===== src/rtl/apb_cmd_master_if.sv =====
// Port bundle of the APB-side bridge engine: command FIFO read port,
// response FIFO write port and the APB3 master bus.
interface apb_cmd_master_if #(
  parameter int DATA_WIDTH  = 73,
  parameter int ADDR_WIDTH  = 32,
  parameter int PDATA_WIDTH = 32
);
  logic [DATA_WIDTH-1:0]  cmd_rdata;
  logic                   cmd_empty;
  logic                   cmd_ren;
  logic [PDATA_WIDTH:0]   resp_wdata;
  logic                   resp_full;
  logic                   resp_wen;
  logic [ADDR_WIDTH-1:0]  paddr;
  logic                   psel;
  logic                   penable;
  logic                   pwrite;
  logic [PDATA_WIDTH-1:0] pwdata;
  logic [3:0]             pstrb;
  logic [2:0]             pprot;
  logic                   pready;
  logic [PDATA_WIDTH-1:0] prdata;
  logic                   pslverr;

  modport master (
    input  cmd_rdata, cmd_empty, resp_full, pready, prdata, pslverr,
    output cmd_ren, resp_wdata, resp_wen,
    output paddr, psel, penable, pwrite, pwdata, pstrb, pprot
  );

  modport slave (
    output cmd_rdata, cmd_empty, resp_full, pready, prdata, pslverr,
    input  cmd_ren, resp_wdata, resp_wen,
    input  paddr, psel, penable, pwrite, pwdata, pstrb, pprot
  );
endinterface


===== src/rtl/apb_cmd_master.sv =====
// APB-side engine of the AHB-APB bridge: pops one command, runs one APB3
// transfer with a PREADY timeout, and pushes one {pslverr, prdata} response.
module apb_cmd_master #(
  parameter int DATA_WIDTH     = 73,
  parameter int ADDR_WIDTH     = 32,
  parameter int PDATA_WIDTH    = 32,
  parameter int TIMEOUT_CYCLES = 16
) (
  input  logic             rclk,
  input  logic             reset,
  apb_cmd_master_if.master bus,
  output logic             busy,
  output logic             timeout
);
  localparam int CNT_W = $clog2(TIMEOUT_CYCLES) + 1;
  localparam logic [CNT_W-1:0] CNT_LIMIT = CNT_W'(TIMEOUT_CYCLES - 1);

  typedef enum logic [1:0] {IDLE, SETUP, ACCESS, RESP} state_t;

  typedef struct packed {
    logic                   write;
    logic [ADDR_WIDTH-1:0]  addr;
    logic [PDATA_WIDTH-1:0] wdata;
    logic [3:0]             strb;
    logic [2:0]             prot;
    logic                   rsvd;
  } cmd_t;

  state_t                 state_q, state_d;
  cmd_t                   cmd;
  logic                   fetch;
  logic                   access_done;
  logic                   timed_out;
  logic [CNT_W-1:0]       cnt_q, cnt_d;
  logic [PDATA_WIDTH:0]   resp_q, resp_d;
  logic                   resp_wen_q, resp_wen_d;
  logic                   timeout_q;
  logic [ADDR_WIDTH-1:0]  paddr_q;
  logic                   pwrite_q;
  logic [PDATA_WIDTH-1:0] pwdata_q;
  logic [3:0]             pstrb_q;
  logic [2:0]             pprot_q;
  logic                   unused_rsvd;

  assign cmd         = cmd_t'(bus.cmd_rdata);
  assign unused_rsvd = cmd.rsvd;
  assign fetch       = (state_q == IDLE) && !bus.cmd_empty;
  assign bus.cmd_ren = fetch && !reset;

  // NOTE: sequential state is written only with non-blocking assignments so
  // every flop samples the pre-edge value of every other flop.
  always_ff @(posedge rclk or posedge reset) begin
    if (reset) state_q <= IDLE;
    else       state_q <= state_d;
  end

  // NOTE: each variable gets a default before the case so no path through
  // this block leaves it unassigned and infers a latch.
  always_comb begin
    state_d     = state_q;
    access_done = 1'b0;
    timed_out   = 1'b0;
    cnt_d       = cnt_q;
    resp_d      = resp_q;
    resp_wen_d  = 1'b0;
    unique case (state_q)
      IDLE:   if (fetch) state_d = SETUP;
      SETUP:  state_d = ACCESS;
      ACCESS: begin
        // A late PREADY on the last allowed cycle still completes normally.
        if (bus.pready) begin
          access_done = 1'b1;
          resp_d      = {bus.pslverr, pwrite_q ? {PDATA_WIDTH{1'b0}} : bus.prdata};
        end else if (cnt_q == CNT_LIMIT) begin
          access_done = 1'b1;
          timed_out   = 1'b1;
          resp_d      = {1'b1, {PDATA_WIDTH{1'b0}}};
        end
        if (access_done) begin
          state_d    = RESP;
          cnt_d      = '0;
          resp_wen_d = !bus.resp_full;
        end else begin
          cnt_d = cnt_q + CNT_W'(1);
        end
      end
      RESP: begin
        // Only this engine fills the response FIFO, so a one-cycle-old
        // not-full sample cannot be invalidated before the push lands.
        if (resp_wen_q) state_d = IDLE;
        else            resp_wen_d = !bus.resp_full;
      end
      default: state_d = IDLE;
    endcase
  end

  always_ff @(posedge rclk or posedge reset) begin
    if (reset) begin
      cnt_q      <= '0;
      resp_q     <= '0;
      resp_wen_q <= 1'b0;
      timeout_q  <= 1'b0;
      paddr_q    <= '0;
      pwrite_q   <= 1'b0;
      pwdata_q   <= '0;
      pstrb_q    <= '0;
      pprot_q    <= '0;
    end else begin
      if (fetch) begin
        paddr_q  <= cmd.addr;
        pwrite_q <= cmd.write;
        pwdata_q <= cmd.wdata;
        pstrb_q  <= cmd.write ? cmd.strb : 4'b0000;
        pprot_q  <= cmd.prot;
      end
      cnt_q      <= cnt_d;
      resp_q     <= resp_d;
      resp_wen_q <= resp_wen_d;
      timeout_q  <= timed_out;
    end
  end

  assign bus.psel       = (state_q == SETUP) || (state_q == ACCESS);
  assign bus.penable    = (state_q == ACCESS);
  assign bus.paddr      = paddr_q;
  assign bus.pwrite     = pwrite_q;
  assign bus.pwdata     = pwdata_q;
  assign bus.pstrb      = pstrb_q;
  assign bus.pprot      = pprot_q;
  assign bus.resp_wdata = resp_q;
  assign bus.resp_wen   = resp_wen_q;
  assign busy           = (state_q != IDLE);
  assign timeout        = timeout_q;
endmodule


===== src/flat_wrapper.sv =====
// flat-port wrapper written by rule: the top's interface ports become plain ports
module apb_cmd_master_flat 
#(
  parameter int DATA_WIDTH     = 73,
  parameter int ADDR_WIDTH     = 32,
  parameter int PDATA_WIDTH    = 32,
  parameter int TIMEOUT_CYCLES = 16
)
  (rclk, reset, busy, timeout, bus_cmd_rdata, bus_cmd_empty, bus_resp_full, bus_pready, bus_prdata, bus_pslverr, bus_cmd_ren, bus_resp_wdata, bus_resp_wen, bus_paddr, bus_psel, bus_penable, bus_pwrite, bus_pwdata, bus_pstrb, bus_pprot);
  apb_cmd_master_if #(.DATA_WIDTH(DATA_WIDTH), .ADDR_WIDTH(ADDR_WIDTH), .PDATA_WIDTH(PDATA_WIDTH)) bus_i ();
  input  logic rclk;
  input  logic reset;
  output logic busy;
  output logic timeout;
  input wire logic [$bits(bus_i.cmd_rdata)-1:0] bus_cmd_rdata;
  input wire logic [$bits(bus_i.cmd_empty)-1:0] bus_cmd_empty;
  input wire logic [$bits(bus_i.resp_full)-1:0] bus_resp_full;
  input wire logic [$bits(bus_i.pready)-1:0] bus_pready;
  input wire logic [$bits(bus_i.prdata)-1:0] bus_prdata;
  input wire logic [$bits(bus_i.pslverr)-1:0] bus_pslverr;
  output wire logic [$bits(bus_i.cmd_ren)-1:0] bus_cmd_ren;
  output wire logic [$bits(bus_i.resp_wdata)-1:0] bus_resp_wdata;
  output wire logic [$bits(bus_i.resp_wen)-1:0] bus_resp_wen;
  output wire logic [$bits(bus_i.paddr)-1:0] bus_paddr;
  output wire logic [$bits(bus_i.psel)-1:0] bus_psel;
  output wire logic [$bits(bus_i.penable)-1:0] bus_penable;
  output wire logic [$bits(bus_i.pwrite)-1:0] bus_pwrite;
  output wire logic [$bits(bus_i.pwdata)-1:0] bus_pwdata;
  output wire logic [$bits(bus_i.pstrb)-1:0] bus_pstrb;
  output wire logic [$bits(bus_i.pprot)-1:0] bus_pprot;
  assign bus_i.cmd_rdata = bus_cmd_rdata;
  assign bus_i.cmd_empty = bus_cmd_empty;
  assign bus_i.resp_full = bus_resp_full;
  assign bus_i.pready = bus_pready;
  assign bus_i.prdata = bus_prdata;
  assign bus_i.pslverr = bus_pslverr;
  assign bus_cmd_ren = bus_i.cmd_ren;
  assign bus_resp_wdata = bus_i.resp_wdata;
  assign bus_resp_wen = bus_i.resp_wen;
  assign bus_paddr = bus_i.paddr;
  assign bus_psel = bus_i.psel;
  assign bus_penable = bus_i.penable;
  assign bus_pwrite = bus_i.pwrite;
  assign bus_pwdata = bus_i.pwdata;
  assign bus_pstrb = bus_i.pstrb;
  assign bus_pprot = bus_i.pprot;
  apb_cmd_master #(.DATA_WIDTH(DATA_WIDTH), .ADDR_WIDTH(ADDR_WIDTH), .PDATA_WIDTH(PDATA_WIDTH), .TIMEOUT_CYCLES(TIMEOUT_CYCLES)) u_core (.rclk(rclk), .reset(reset), .bus(bus_i), .busy(busy), .timeout(timeout));
endmodule

===== config.mk =====
export PLATFORM = sky130hd
export DESIGN_NAME = apb_cmd_master_flat
export DESIGN_NICKNAME = d
export VERILOG_FILES = /design/src/rtl/apb_cmd_master_if.sv /design/src/rtl/apb_cmd_master.sv /design/src/flat_wrapper.sv
export SDC_FILE = /design/constraint.sdc
export NUM_CORES = 1
export LEC_CHECK = 0
export ABC_AREA = 1
export ABC_CLOCK_PERIOD_IN_PS = 13000
export CORE_AREA = 2 2 106 108
export DETAILED_ROUTE_END_ITERATION = 12
export DIE_AREA = 0 0 108 110
export MAX_ROUTING_LAYER = met4
export PLACE_DENSITY = 0.92
export SLEW_MARGIN = 20
export SYNTH_ARGS = -nofsm -noshare
export SYNTH_HDL_FRONTEND = slang
export SYNTH_SLANG_ARGS = --single-unit

===== constraint.sdc =====
create_clock -name rclk -period 13 [get_ports rclk]
set_input_delay 3.9 -clock rclk [delete_from_list [all_inputs] [get_ports rclk]]
set_output_delay 3.9 -clock rclk [all_outputs]
set_load 0.005 [all_outputs]

==> flow_results.xml <==
<?xml version="1.0" encoding="UTF-8"?>
<metrics>
  <group name="detailed_routing">
    <metric name="detail_route.wirelength" unit="um">12600</metric>
    <metric name="drt_iter0_drc" unit="">270</metric>
    <metric name="ant_nets" unit="">0</metric>
    <metric name="first_pass_iters" unit="">6</metric>
    <metric name="drcViolationCount" unit="">0</metric>
    <metric name="drt-wirelength-per-cell" unit="um">14.3</metric>
    <metric name="via_count_normalized_by_instance_count" unit="">4.74</metric>
    <metric name="route.vias.total" unit="">4160</metric>
  </group>
  <group name="clocking">
    <metric name="ctsResizeCount" unit="">0</metric>
    <metric name="worst_path_clk_slew" unit="ns">0.05</metric>
    <metric name="numCtsBuffers" unit="">17</metric>
    <metric name="cts.sink_count" unit="">114</metric>
    <metric name="cts_tree" unit="">built</metric>
    <metric name="clock_tree_buf_depth" unit="">2</metric>
    <metric name="postCtsSetupRepairBufs" unit="">0</metric>
    <metric name="clk-insertion-delay-late" unit="ns">0.50</metric>
    <metric name="post_cts_hold_buffer_count" unit="">0</metric>
    <metric name="htreeDepth" unit="">4</metric>
    <metric name="clock-root-buffer" unit="">sky130_fd_sc_hd__clkbuf_8</metric>
  </group>
  <group name="placed_design">
    <metric name="setup_slack_placement" unit="ns">2.66</metric>
    <metric name="port-buffer-count" unit="">220</metric>
    <metric name="dp_hpwl" unit="um">8990</metric>
    <metric name="gp_congestion" unit="">0.834</metric>
    <metric name="dpl-instance-area" unit="sq mm">0.00681</metric>
  </group>
  <group name="worst_setup_path">
    <metric name="worst-r2r-cell-count" unit="">7</metric>
    <metric name="setup.worst_path.start_class" unit="">primary input</metric>
    <metric name="critical_path_class" unit="">in2out</metric>
    <metric name="worst-endpoint-required" unit="ns">9.10</metric>
    <metric name="cp-end-kind" unit="">primary output</metric>
    <metric name="critical_path_peak_fanout" unit="">73</metric>
    <metric name="worst_ep_arrival_time" unit="ns">6.42</metric>
    <metric name="timing.rr.start" unit="">u_core.state_q[0]$_DFFE_PP0P_</metric>
    <metric name="critical_path.startpoint" unit="">bus_cmd_empty</metric>
  </group>
  <group name="sta">
    <metric name="setup_viol" unit="">0</metric>
    <metric name="setup_tns" unit="ns">0</metric>
    <metric name="fin_crit" unit="ns">10.32</metric>
    <metric name="slew_headroom" unit="%">39.8</metric>
    <metric name="finClkSkew" unit="ns">0.00631</metric>
    <metric name="worstMarginPinSlew" unit="ns">0.902</metric>
    <metric name="grt_setup_unrepaired" unit="">false</metric>
    <metric name="layout_setup_ws" unit="ns">2.68</metric>
    <metric name="hold_violations" unit="">0</metric>
    <metric name="count_of_final_max_slew_check_failures" unit="">0</metric>
    <metric name="finalCritPeriodShare" unit="%">79.4</metric>
    <metric name="max_clock_freq" unit="MHz">96.9</metric>
  </group>
  <group name="outcome">
    <metric name="run_status" unit="">finished clean</metric>
  </group>
  <group name="die">
    <metric name="floorplan.die.height" unit="um">110</metric>
    <metric name="fp.coreArea" unit="sq mm">0.0107</metric>
    <metric name="die_width" unit="um">108</metric>
    <metric name="die_area" unit="sq mm">0.0119</metric>
    <metric name="start_util" unit="%">43.0</metric>
    <metric name="rows" unit="">38</metric>
    <metric name="ios" unit="">222</metric>
  </group>
  <group name="cells_and_area">
    <metric name="fill_cells" unit="">769</metric>
    <metric name="layout.cells.most_common_list" unit="">sky130_fd_sc_hd__nand2_1 (291), sky130_fd_sc_hd__clkdlybuf4s50_1 (220), sky130_fd_sc_hd__dfrtp_1 (114)</metric>
    <metric name="layout-area-overhead-vs-synth" unit="%">61.5</metric>
    <metric name="final_layout_size_suffix_gt1_share" unit="%">5.70</metric>
    <metric name="num-nets-final" unit="">842</metric>
    <metric name="regArea" unit="sq mm">0.00285</metric>
    <metric name="layout_commonest_cell" unit="">sky130_fd_sc_hd__nand2_1</metric>
    <metric name="finalInstanceArea" unit="sq mm">0.00743</metric>
    <metric name="final_core_util" unit="%">69.4</metric>
    <metric name="multiInputGateArea" unit="sq mm">0.00153</metric>
    <metric name="antenna-diode-count" unit="">0</metric>
  </group>
  <group name="global_routing">
    <metric name="grt_antenna_before_repair" unit="">0</metric>
    <metric name="gr-usage-all-layers" unit="%">22.1</metric>
    <metric name="overflow" unit="">0</metric>
    <metric name="grt_pass1_wl" unit="um">19500</metric>
    <metric name="first_global_vias" unit="">4156</metric>
    <metric name="grt_max_degree" unit="">74</metric>
  </group>
  <group name="yosys">
    <metric name="ys_ff_latch" unit="">114</metric>
    <metric name="yosys.cell_types.count" unit="">21</metric>
    <metric name="synth_sequential_area_ratio" unit="%">62.0</metric>
    <metric name="netlist.area_leader.share" unit="%">62.0</metric>
    <metric name="synth.cell_area" unit="sq mm">0.00460</metric>
    <metric name="synthesis.yosys.warnings" unit="">0</metric>
    <metric name="synth.net_count" unit="">626</metric>
    <metric name="postSynthAreaPerCell" unit="sq um">9.03</metric>
    <metric name="syn_inst" unit="">509</metric>
    <metric name="synth.top_cells.by_area" unit="">sky130_fd_sc_hd__dfrtp_1 (62%), sky130_fd_sc_hd__nand2_1 (24%), sky130_fd_sc_hd__nand3_1 (4.4%)</metric>
    <metric name="synth_top_cell_by_area" unit="">sky130_fd_sc_hd__dfrtp_1</metric>
  </group>
  <group name="worst_hold_path">
    <metric name="hold_path.startpoint" unit="">u_core.bus.pprot[1]$_DFFE_PP0P_</metric>
    <metric name="hold-path-cell-count" unit="">2</metric>
    <metric name="worstHoldPathType" unit="">reg2reg</metric>
  </group>
  <group name="power_and_ir_drop">
    <metric name="cellPowerDensity" unit="mW/mm^2">233</metric>
    <metric name="max-vdd-ir-drop" unit="V">0.000125</metric>
    <metric name="total_leakage_power" unit="nW">3.66</metric>
  </group>
  <group name="job">
    <metric name="maxCapViolCount" unit="">0</metric>
  </group>
</metrics>
## power by group
group	switching [mW]	leakage, nW	internal (mW)	total [mW]
registers	0.0921	1.45	0.510	0.602
clock network	0.152	0.290	0.319	0.470
logic	0.289	1.92	0.366	0.655
total	0.533	3.66	1.19	1.73
## layer usage
layer | track usage, % | vias up | share of wire (%)
met5 | - | - | 0
met4 | 7.97 | 0 | 1.8
met3 | 8.00 | 27 | 8.6
met2 | 38.3 | 195 | 51
met1 | 23.3 | 1942 | 39
li1 | - | 1996 | -
## layout make-up
type,count,area share [%]
clock buffer,21,6.05
clock inverter,10,2.12
inverter,12,0.741
multi-input combinational,359,20.6
sequential,114,38.4
tap,140,2.36
timing repair buffer,221,29.8
## flip-flops by register name, indices dropped and copies added (netlist names)
signal and flops:
u_core.bus.resp_wdata 33, u_core.bus.paddr 32, u_core.bus.pwdata 32, u_core.cnt_q 5
u_core.bus.pstrb 4, u_core.bus.pprot 3, u_core.state_q 2, u_core.bus.pwrite 1
u_core.bus.resp_wen 1, u_core.timeout 1
## cells by family (layout without fill, tap and decap cells)
family / count (synthesis) / count (layout) / synth area share, %
flip-flops: 114 / 114 / 62.0
AND/OR/NAND/NOR: 348 / 348 / 30.6
buffers and inverters: 36 / 264 / 4.87
adder cells (fa/ha/maj): 6 / 6 / 1.63
AO/OA/AOI/OAI: 4 / 4 / 0.708
XOR/XNOR: 1 / 1 / 0.191
## critical path: stages
cell	delay, ns
sky130_fd_sc_hd__clkdlybuf4s50_1	0.52
sky130_fd_sc_hd__nor2_8	0.73
sky130_fd_sc_hd__inv_4	0.47
sky130_fd_sc_hd__nor2_1	0.21
sky130_fd_sc_hd__clkdlybuf4s50_1	0.52
## worst paths after layout
| check | slack [ns] | end |
|---|---|---|
| min | 0.47 | u_core.bus.pprot[1]$_DFFE_PP0P_ |
| max | 2.68 | bus_cmd_ren |
| min in group asynchronous | 3.90 | u_core.bus.paddr[1]$_DFFE_PP0P_ |
| max in group asynchronous | 7.87 | u_core.bus.paddr[7]$_DFFE_PP0P_ |
| min reg2reg | 0.47 | u_core.bus.pprot[1]$_DFFE_PP0P_ |
| max reg2reg | 10.64 | u_core.bus.paddr[19]$_DFFE_PP0P_ |
## metrics by stage
stage / power, mW / hold slack (ns) / instances
after floorplan: 0.864 / 0.465 / 509
after global placement: 1.23 / 0.453 / 846
after detailed placement: 1.26 / 0.457 / 846
after CTS: 1.75 / 0.471 / 877
after global routing: 1.84 / 0.498 / 877
final: 1.73 / 0.469 / 877
## cells in the mapped netlist, drive strengths merged
| master | instances |
|---|---|
| nor2 | 14 |
| nand3 | 40 |
| a21oi | 3 |
| inv | 12 |
| or2 | 1 |
| o22ai | 1 |
| xor2 | 1 |
| ha | 6 |
| nor3 | 1 |
| buf | 24 |
| nand2 | 291 |
| and3 | 1 |
| dfrtp | 114 |
Note: power is estimated with default switching activity, not from simulation.
